<file path="src/rtl/i2c_slave_if.sv">
// I2C target bus bundle: open-drain line levels/enables plus the byte-level
// rx/tx handshakes toward the local logic.
interface i2c_slave_if;
    logic       scl;       // raw SCL level
    logic       sda_i;     // raw SDA level
    logic       sda_oe;    // 1 = pull SDA low
    logic       scl_oe;    // 1 = pull SCL low (stretch)
    logic [7:0] rx_data;
    logic       rx_valid;
    logic [7:0] tx_data;
    logic       tx_valid;
    logic       tx_ack;
    logic       busy;

    modport slave (
        input  scl, sda_i, tx_data, tx_valid,
        output sda_oe, scl_oe, rx_data, rx_valid, tx_ack, busy
    );

    modport master (
        output scl, sda_i, tx_data, tx_valid,
        input  sda_oe, scl_oe, rx_data, rx_valid, tx_ack, busy
    );
endinterface

</file>
<file path="src/rtl/i2c_slave.sv">
// I2C target: START/STOP detection, 7-bit address match, write receive with
// unconditional ACK, read transmit with master ACK/NACK handling.
// Define I2C_SLAVE_STRETCH_EN to hold SCL low while tx_data is not yet valid.
module i2c_slave #(
    parameter logic [6:0] SLAVE_ADDR = 7'h42,
    parameter int         ADDR_BIT   = 7
) (
    input  logic        scl_clk,
    input  logic        reset,
    i2c_slave_if.slave  bus
);
    typedef enum logic [2:0] {
        IDLE, ADDR, ACK_ADDR, RX, ACK_RX, TX, ACK_TX, WAIT_STOP
    } state_t;

    // [0],[1] synchronize, [2] is the previous synchronized sample
    logic [2:0] scl_sync_q, sda_sync_q;
    logic       scl_now, scl_prev, sda_now, sda_prev;
    logic       scl_rise, scl_fall, start_det, stop_det;

    state_t     state_q, state_d;
    logic [3:0] cnt_q, cnt_d;
    logic [7:0] sr_q, sr_d;
    logic       rw_q, rw_d;
    logic       sda_oe_q, sda_oe_d;
    logic [7:0] rx_data_q, rx_data_d;
    logic       rx_valid_q, rx_valid_d;
    logic       tx_ack_q, tx_ack_d;
    logic       busy_q, busy_d;
    logic       load_req;
`ifdef I2C_SLAVE_STRETCH_EN
    logic       scl_oe_q, scl_oe_d;
    logic       pend_q, pend_d;
`else
    logic       unused_tx_valid;
    assign unused_tx_valid = bus.tx_valid;
`endif

    // Bus line synchronizers; idle bus is high on both lines
    always_ff @(posedge scl_clk or posedge reset) begin
        if (reset) begin
            scl_sync_q <= 3'b111;
            sda_sync_q <= 3'b111;
        end else begin
            scl_sync_q <= {scl_sync_q[1:0], bus.scl};
            sda_sync_q <= {sda_sync_q[1:0], bus.sda_i};
        end
    end

    assign scl_now   = scl_sync_q[1];
    assign scl_prev  = scl_sync_q[2];
    assign sda_now   = sda_sync_q[1];
    assign sda_prev  = sda_sync_q[2];
    assign scl_rise  = scl_now & ~scl_prev;
    assign scl_fall  = ~scl_now & scl_prev;
    assign start_det = scl_now & scl_prev & sda_prev & ~sda_now;
    assign stop_det  = scl_now & scl_prev & ~sda_prev & sda_now;

    // State and datapath registers
    always_ff @(posedge scl_clk or posedge reset) begin
        if (reset) begin
            state_q    <= IDLE;
            cnt_q      <= 4'd0;
            sr_q       <= 8'h00;
            rw_q       <= 1'b0;
            sda_oe_q   <= 1'b0;
            rx_data_q  <= 8'h00;
            rx_valid_q <= 1'b0;
            tx_ack_q   <= 1'b0;
            busy_q     <= 1'b0;
`ifdef I2C_SLAVE_STRETCH_EN
            scl_oe_q   <= 1'b0;
            pend_q     <= 1'b0;
`endif
        end else begin
            state_q    <= state_d;
            cnt_q      <= cnt_d;
            sr_q       <= sr_d;
            rw_q       <= rw_d;
            sda_oe_q   <= sda_oe_d;
            rx_data_q  <= rx_data_d;
            rx_valid_q <= rx_valid_d;
            tx_ack_q   <= tx_ack_d;
            busy_q     <= busy_d;
`ifdef I2C_SLAVE_STRETCH_EN
            scl_oe_q   <= scl_oe_d;
            pend_q     <= pend_d;
`endif
        end
    end

    // Next-state logic; bus START/STOP override everything at the end
    always_comb begin
        state_d    = state_q;
        cnt_d      = cnt_q;
        sr_d       = sr_q;
        rw_d       = rw_q;
        sda_oe_d   = sda_oe_q;
        rx_data_d  = rx_data_q;
        rx_valid_d = 1'b0;
        tx_ack_d   = 1'b0;
        busy_d     = busy_q;
        load_req   = 1'b0;
`ifdef I2C_SLAVE_STRETCH_EN
        scl_oe_d   = scl_oe_q;
        pend_d     = pend_q;
`endif
        case (state_q)
            ADDR, RX: begin
                if (scl_rise && cnt_q < 4'd8) begin
                    sr_d  = {sr_q[6:0], sda_now};
                    cnt_d = cnt_q + 4'd1;
                end
                if (scl_fall && cnt_q == 4'd8) begin
                    cnt_d = 4'd0;
                    if (state_q == RX) begin
                        rx_data_d  = sr_q;
                        rx_valid_d = 1'b1;
                        sda_oe_d   = 1'b1;
                        state_d    = ACK_RX;
                    end else if (sr_q[7:1] == SLAVE_ADDR) begin
                        rw_d     = sr_q[0];
                        sda_oe_d = 1'b1;
                        busy_d   = 1'b1;
                        state_d  = ACK_ADDR;
                    end else begin
                        sda_oe_d = 1'b0;
                        busy_d   = 1'b0;
                        state_d  = WAIT_STOP;
                    end
                end
            end
            ACK_ADDR: begin
                if (scl_fall) begin
                    cnt_d = 4'd0;
                    if (!rw_q) begin
                        sda_oe_d = 1'b0;
                        state_d  = RX;
                    end else begin
                        load_req = 1'b1;
                    end
                end
            end
            ACK_RX: begin
                if (scl_fall) begin
                    sda_oe_d = 1'b0;
                    state_d  = RX;
                end
            end
            TX: begin
`ifdef I2C_SLAVE_STRETCH_EN
                // Release the stretch one cycle after the byte was loaded
                if (scl_oe_q) scl_oe_d = 1'b0;
`endif
                if (scl_fall) begin
                    if (cnt_q == 4'd8) begin
                        sda_oe_d = 1'b0;
                        cnt_d    = 4'd0;
                        state_d  = ACK_TX;
                    end else begin
                        sda_oe_d = ~sr_q[6];
                        sr_d     = {sr_q[6:0], 1'b0};
                        cnt_d    = cnt_q + 4'd1;
                    end
                end
            end
            ACK_TX: begin
                if (scl_rise && sda_now) begin
                    busy_d  = 1'b0;
                    state_d = WAIT_STOP;
                end else if (scl_fall) begin
                    load_req = 1'b1;
                end
            end
            WAIT_STOP: sda_oe_d = 1'b0;
            default: ;
        endcase

        // Byte load for transmit: first bit goes out in the same cycle
`ifdef I2C_SLAVE_STRETCH_EN
        if (load_req || pend_q) begin
            if (bus.tx_valid) begin
                sr_d     = bus.tx_data;
                tx_ack_d = 1'b1;
                sda_oe_d = ~bus.tx_data[7];
                cnt_d    = 4'd1;
                pend_d   = 1'b0;
                state_d  = TX;
            end else begin
                scl_oe_d = 1'b1;
                pend_d   = 1'b1;
            end
        end
`else
        if (load_req) begin
            sr_d     = bus.tx_data;
            tx_ack_d = 1'b1;
            sda_oe_d = ~bus.tx_data[7];
            cnt_d    = 4'd1;
            state_d  = TX;
        end
`endif

        if (stop_det) begin
            state_d  = IDLE;
            sda_oe_d = 1'b0;
            busy_d   = 1'b0;
            cnt_d    = 4'd0;
`ifdef I2C_SLAVE_STRETCH_EN
            scl_oe_d = 1'b0;
            pend_d   = 1'b0;
`endif
        end else if (start_det) begin
            state_d  = ADDR;
            sda_oe_d = 1'b0;
            cnt_d    = 4'd0;
`ifdef I2C_SLAVE_STRETCH_EN
            scl_oe_d = 1'b0;
            pend_d   = 1'b0;
`endif
        end
    end

    assign bus.sda_oe   = sda_oe_q;
    assign bus.rx_data  = rx_data_q;
    assign bus.rx_valid = rx_valid_q;
    assign bus.tx_ack   = tx_ack_q;
    assign bus.busy     = busy_q;
`ifdef I2C_SLAVE_STRETCH_EN
    assign bus.scl_oe   = scl_oe_q;
`else
    assign bus.scl_oe   = 1'b0;
`endif
endmodule
</file>
<file path="src/flat_wrapper.sv">
// flat-port wrapper written by rule: the top's interface ports become plain ports
module i2c_slave_flat 
#(
    parameter logic [6:0] SLAVE_ADDR = 7'h42,
    parameter int         ADDR_BIT   = 7
)
  (scl_clk, reset, bus_scl, bus_sda_i, bus_tx_data, bus_tx_valid, bus_sda_oe, bus_scl_oe, bus_rx_data, bus_rx_valid, bus_tx_ack, bus_busy);
  i2c_slave_if bus_i ();
  input  logic scl_clk;
  input  logic reset;
  input wire logic [$bits(bus_i.scl)-1:0] bus_scl;
  input wire logic [$bits(bus_i.sda_i)-1:0] bus_sda_i;
  input wire logic [$bits(bus_i.tx_data)-1:0] bus_tx_data;
  input wire logic [$bits(bus_i.tx_valid)-1:0] bus_tx_valid;
  output wire logic [$bits(bus_i.sda_oe)-1:0] bus_sda_oe;
  output wire logic [$bits(bus_i.scl_oe)-1:0] bus_scl_oe;
  output wire logic [$bits(bus_i.rx_data)-1:0] bus_rx_data;
  output wire logic [$bits(bus_i.rx_valid)-1:0] bus_rx_valid;
  output wire logic [$bits(bus_i.tx_ack)-1:0] bus_tx_ack;
  output wire logic [$bits(bus_i.busy)-1:0] bus_busy;
  assign bus_i.scl = bus_scl;
  assign bus_i.sda_i = bus_sda_i;
  assign bus_i.tx_data = bus_tx_data;
  assign bus_i.tx_valid = bus_tx_valid;
  assign bus_sda_oe = bus_i.sda_oe;
  assign bus_scl_oe = bus_i.scl_oe;
  assign bus_rx_data = bus_i.rx_data;
  assign bus_rx_valid = bus_i.rx_valid;
  assign bus_tx_ack = bus_i.tx_ack;
  assign bus_busy = bus_i.busy;
  i2c_slave #(.SLAVE_ADDR(SLAVE_ADDR), .ADDR_BIT(ADDR_BIT)) u_core (.scl_clk(scl_clk), .reset(reset), .bus(bus_i));
endmodule
</file>
<file path="config.mk">
export PLATFORM = sky130hd
export DESIGN_NAME = i2c_slave_flat
export DESIGN_NICKNAME = d
export VERILOG_FILES = /design/src/rtl/i2c_slave_if.sv /design/src/rtl/i2c_slave.sv /design/src/flat_wrapper.sv
export SDC_FILE = /design/constraint.sdc
export NUM_CORES = 1
export LEC_CHECK = 0
export ABC_AREA = 1
export CORE_MARGIN = 3
export CORE_UTILIZATION = 41
export CTS_CLUSTER_DIAMETER = 50
export DETAILED_ROUTE_END_ITERATION = 10
export PLACE_DENSITY = 0.7
export SLEW_MARGIN = 15
export SYNTH_ARGS = -nofsm -noshare
export SYNTH_HDL_FRONTEND = slang
export SYNTH_SLANG_ARGS = --single-unit
export TNS_END_PERCENT = 10
</file>
<file path="constraint.sdc">
create_clock -name scl_clk -period 3.2 [get_ports scl_clk]
set_input_delay 0.48 -clock scl_clk [delete_from_list [all_inputs] [get_ports scl_clk]]
set_output_delay 0.48 -clock scl_clk [all_outputs]
set_load 0.05 [all_outputs]
</file>
# After elaboration in Yosys (flattened, before gate mapping)
# Cells that the tools add are included.
# word_totals
register_bits	34
latch_bits	0
mem_bits_rw	0
mem_bits_ro	0
input_bits	13
output_inout_bits	13
elab_cells	119
n_memories	0
# classes
add_sub_neg	1
multipliers	0
div	0
order_cmp	1
n_eq_ne	23
shift	0
muxes	53
n_bitwise	14
reduce_logical	16
# op_table
op	n
$mux 3	12
$mux 4	8
$mux 8	4
$ne 5x1->1 const B	6
$mux 1	23
$pmux 8 s2	1
$reduce_and 4->1	4
$reduce_bool 8->1	2
$pmux 3 s5	1
$eq 3x3->1 const B	4
$ne 3x1->1 const B	4
$pmux 4 s3	1
$reduce_and 8->1	1
$and 1x1->1	7
$eq 7x7->1 const B	1
$not 1->1	7
$eq 3x2->1 const B	2
$ne 3x2->1 const B	2
$ne 6x1->1 const B	1
$reduce_and 6->1	1
$reduce_bool 3->1	2
$reduce_bool 6->1	1
$ne 5x3->1 const B	1
$pmux 1 s5	1
8 further kinds	11

# Logic depth before layout (Yosys ltp)
# depth
ltp_word	9
depth_mapped	12
mapped_depth_nobuf	12

# Worst setup path before layout
# Ideal clock, no wire load.
# synth_path
path_type	register to register
from	reg u_core.scl_sync_q[1]
to	reg u_core.state_q[2]
setup_time_ns	0.117
t_arrival_ns	1.428
required_time_ns	3.083
setup_slack_ns	1.655
path_stages_with_launch	10
path_buffers	0
synth_period_minus_slack_ns	1.545
path_cell_list	dfstp_2 > nand2_1 > nor2_1 > nor2_1 > nand3_1 > nand2_1 > nor2_1 > nand2_1 > nand2_1 > nand2_1
# synth_via
elab_chain_len	8
word_cells_on_any_way	26
cone_classes	eq/ne (7); mux (7); bitwise (8); reduce/logical (4)
# synth_rtl
item	line_no	text
start: declaration	i2c_slave.sv:17	logic [2:0] scl_sync_q, sda_sync_q;
start signal: assignment	i2c_slave.sv:45	scl_sync_q <= {scl_sync_q[1:0], bus.scl};
parallel branches: the longest is 8 deep, another holds $reduce_and 8->1	--	
end signal: assignment	i2c_slave.sv:76	state_q <= state_d;
end: declaration	i2c_slave.sv:21	state_t state_q, state_d;
# Several ways; the timed one is not identified.
# A chain may end at the register's enable or synchronous reset.

# Worst setup path in the final report
# layout_path
from	reg u_core.scl_sync_q[2]
to	reg u_core.state_q[1]
# layout_via
elab_chain_len	8
word_cells_on_any_way	26
cone_classes	eq/ne (7); mux (7); bitwise (8); reduce/logical (4)
# layout_rtl
item
parallel branches: the longest is 8 deep, another holds $reduce_and 8->1
# Several ways; the timed one is not identified.

==> results.ini <==
[synthesis]
async_flop_share_pct = 100
synth_commonest_cells = nand2_1 (84), dfrtp_1 (28), inv_1 (26), nor2_1 (22), o21ai_0 (21)
synth_nets = 267
yosys_warnings = 0
synth-edff-count = 0
netlist_instances = 252
yosysSeqAreaShare_pct = 45.6
ys_ff_latch = 34
syn_area_um2 = 1880
avgSynthCellArea_um2 = 7.46
yosys-top-cells-area = dfrtp_1 (37%), nand2_1 (17%), dfstp_2 (8.4%)
yosysUniqueCellTypes = 26
synth_top_area_share_pct = 37.3
synth_largest_area_cell = dfrtp_1
synth_most_common_cell = nand2_1
synthFlopType = dfrtp_1

[floorplanning]
die_height_um = 73.7
rows = 24
die_w_um = 73.7
ioPinCount = 26
dieArea_um2 = 5440
core_um2 = 4380
start_util_pct = 42.9

[routing]
routed_wl_um = 4150
viasPerCell = 5.01
vias = 1658
post_drt_wl_per_cell_um = 12.5
drt_iter0_drc = 60
drc = 0
ant_nets = 0
first_pass_iters = 4

[min_path]
hold_class = reg2reg
min_from = u_core.scl_sync_q[0]$_DFF_PP1_

[layout]
fillCellCount = 444
area_growth_pct = 20.2
antenna_cells = 0
register_area_um2 = 858
num-nets-final = 294
drive_above_1_share_pct = 11.5
multiInputGateArea_um2 = 871

[grt]
antenna_found_initial = 0
grt_max_degree = 35
grt_usage_pct = 17.9
grt_pass1_vias = 1508
grt_pass1_wl_um = 7420
grt.overflow.total = 0

[power]
power.density_nw_per_um2 = 908
p_leak_nw = 1.10
peakVddDrop_v = 0.000597

[setup_path]
endpoint = u_core.state_q[1]$_DFFE_PP0P_
critPathLaunch = u_core.scl_sync_q[2]$_DFF_PP1_
arrival_ns = 2.21
r2r_start = u_core.scl_sync_q[2]$_DFF_PP1_
ff2ff_setup_slack_ns = 1.22
worstSetupPathType = reg2reg
cp.required_ns = 3.43
cp-end-kind = register
r2r_end = u_core.state_q[1]$_DFFE_PP0P_
crit_fanout = 17
r2r_cells = 10
cp-start-kind = register

[clock_tree]
cts_buffer_depth = 2
clockRootBuffer = clkbuf_8
post_cts_buffers = 0
h-tree-depth = 2
postCtsHoldBufs = 0
worstSkewPairLatency_ns = 0.29
cts_resized = 0
clock-sinks = 34
clkSlewWorstSetupHoldPaths_ns = 0.07
cts_made_buffers = 5
cts_tree = done

[sta]
setup_viol = 0
rsz0062_at_grt = no
finClkSkew_ns = 0.0141
slew_headroom_pct = 66.7
finalHoldViolCount = 0
max_slew.worst_pin.slew_ns = 0.497
finalCritPeriodShare_pct = 62.0
min_period_ns = 1.98
setup_tns_ns = 0
max_freq_mhz = 504
worst_hold_slack_ns = 0.358
report.final.slew_viol_count = 0

[job]
drv_cap = 0

[run_status]
status = finished, final reports clean

[place]
dp_hpwl_um = 3150
gp_congestion = 0.930
io_buffers = 23

## cell type report
| type | count | share of cell area, % |
|---|---|---|
| Multi-Input combinational cell | 183 | 38.5 |
| Sequential cell | 34 | 38.0 |
| Timing Repair Buffer | 24 | 10.5 |
| Inverter | 31 | 5.15 |
| Clock buffer | 6 | 3.65 |
| Tap cell | 52 | 2.88 |
| Clock inverter | 1 | 1.33 |
## per-stage QoR
step / instance area [µm²] / util (%) / instances / setup slack [ns] / power (mW)
floorplan: 1880 / - / 252 / 1.66 / 1.43
global placement: 2150 / 49.0 / 324 / 1.27 / 1.64
detailed placement: 2150 / 49.0 / 324 / 1.25 / 1.65
CTS: 2260 / 51.6 / 331 / 1.22 / 2.06
global route: 2260 / 51.6 / 331 / 0.975 / 2.25
finish: 2260 / 51.6 / 331 / 1.22 / 2.05
## critical path: stages (launching register included)
cell	delay (ns)
dfstp_2	0.57
inv_1	0.07
nor2_2	0.20
nand2_1	0.13
nor2_4	0.31
nor2_1	0.18
nand2_1	0.12
inv_1	0.05
nor2_2	0.14
nand2_1	0.07
nand2_1	0.07
## report_power, final
| part | total, mW | internal [mW] | switching (mW) |
|---|---|---|---|
| Sequential | 0.655 | 0.550 | 0.104 |
| Combinational | 0.994 | 0.342 | 0.652 |
| Clock | 0.404 | 0.249 | 0.155 |
## flip-flops by register name, summed over array words and instances, names as in the netlist
name,cells
u_core.rw_q,1
u_core.bus.tx_ack,1
u_core.bus.sda_oe,1
u_core.bus.rx_data,8
u_core.sda_sync_q,3
u_core.bus.rx_valid,1
u_core.bus.busy,1
u_core.state_q,3
u_core.cnt_q,4
u_core.scl_sync_q,3
u_core.sr_q,8
## worst min path at each step
stage / end / slack (ns) / cells past startpoint
2_1_floorplan: u_core.scl_sync_q[1]$_DFF_PP1_ / 0.35 / 0
3_3_place_gp: u_core.scl_sync_q[1]$_DFF_PP1_ / 0.35 / 0
3_5_place_dp: u_core.scl_sync_q[1]$_DFF_PP1_ / 0.35 / 0
4_1_cts: u_core.scl_sync_q[1]$_DFF_PP1_ / 0.36 / 0
5_1_grt: u_core.sda_sync_q[1]$_DFF_PP1_ / 0.36 / 0
6_report: u_core.scl_sync_q[1]$_DFF_PP1_ / 0.36 / 0
## routing by layer
| layer | part of all wire [%] | vias to the layer above | track usage [%] |
|---|---|---|---|
| li1 | - | 857 | - |
| met1 | 50 | 761 | 26.2 |
| met2 | 45 | 36 | 25.4 |
| met3 | 4.0 | 4 | 5.06 |
| met4 | 1.4 | 0 | 5.43 |
| met5 | 0 | - | 0 |
## cells in the final DEF, fill, tap and decap left out
| cell type | instances |
|---|---|
| dfrtp_1 | 28 |
| nand2_2 | 1 |
| nand2_4 | 1 |
| xnor2_1 | 1 |
| clkdlybuf4s50_1 | 23 |
| nor3_1 | 3 |
| nand3_1 | 16 |
| o21ai_2 | 2 |
| nand2_1 | 84 |
| o21a_1 | 1 |
| nor2_4 | 2 |
| clkbuf_8 | 6 |
| nor2_1 | 22 |
| a31oi_4 | 1 |
| o21ai_0 | 21 |
| conb_1 | 1 |
| ha_1 | 2 |
| nand4_1 | 7 |
| dfstp_2 | 6 |
| nand3_2 | 2 |
| inv_2 | 5 |
| nor2_2 | 4 |
| inv_1 | 26 |
| buf_4 | 1 |
| o21ai_1 | 6 |
| bufinv_16 | 1 |
| a21oi_1 | 6 |
## logic make-up (layout without fill, tap and decap cells)
family	count (synthesis)	after routing	synth area share, %
simple gates	142	142	33.1
xor+xnor	1	1	0.466
other cells	1	1	0.199
flops	34	34	45.6
compound gates	37	37	11.2
buf+inv	35	62	8.05
fa+ha+maj	2	2	1.33
Power figures use the tool's default switching activity.
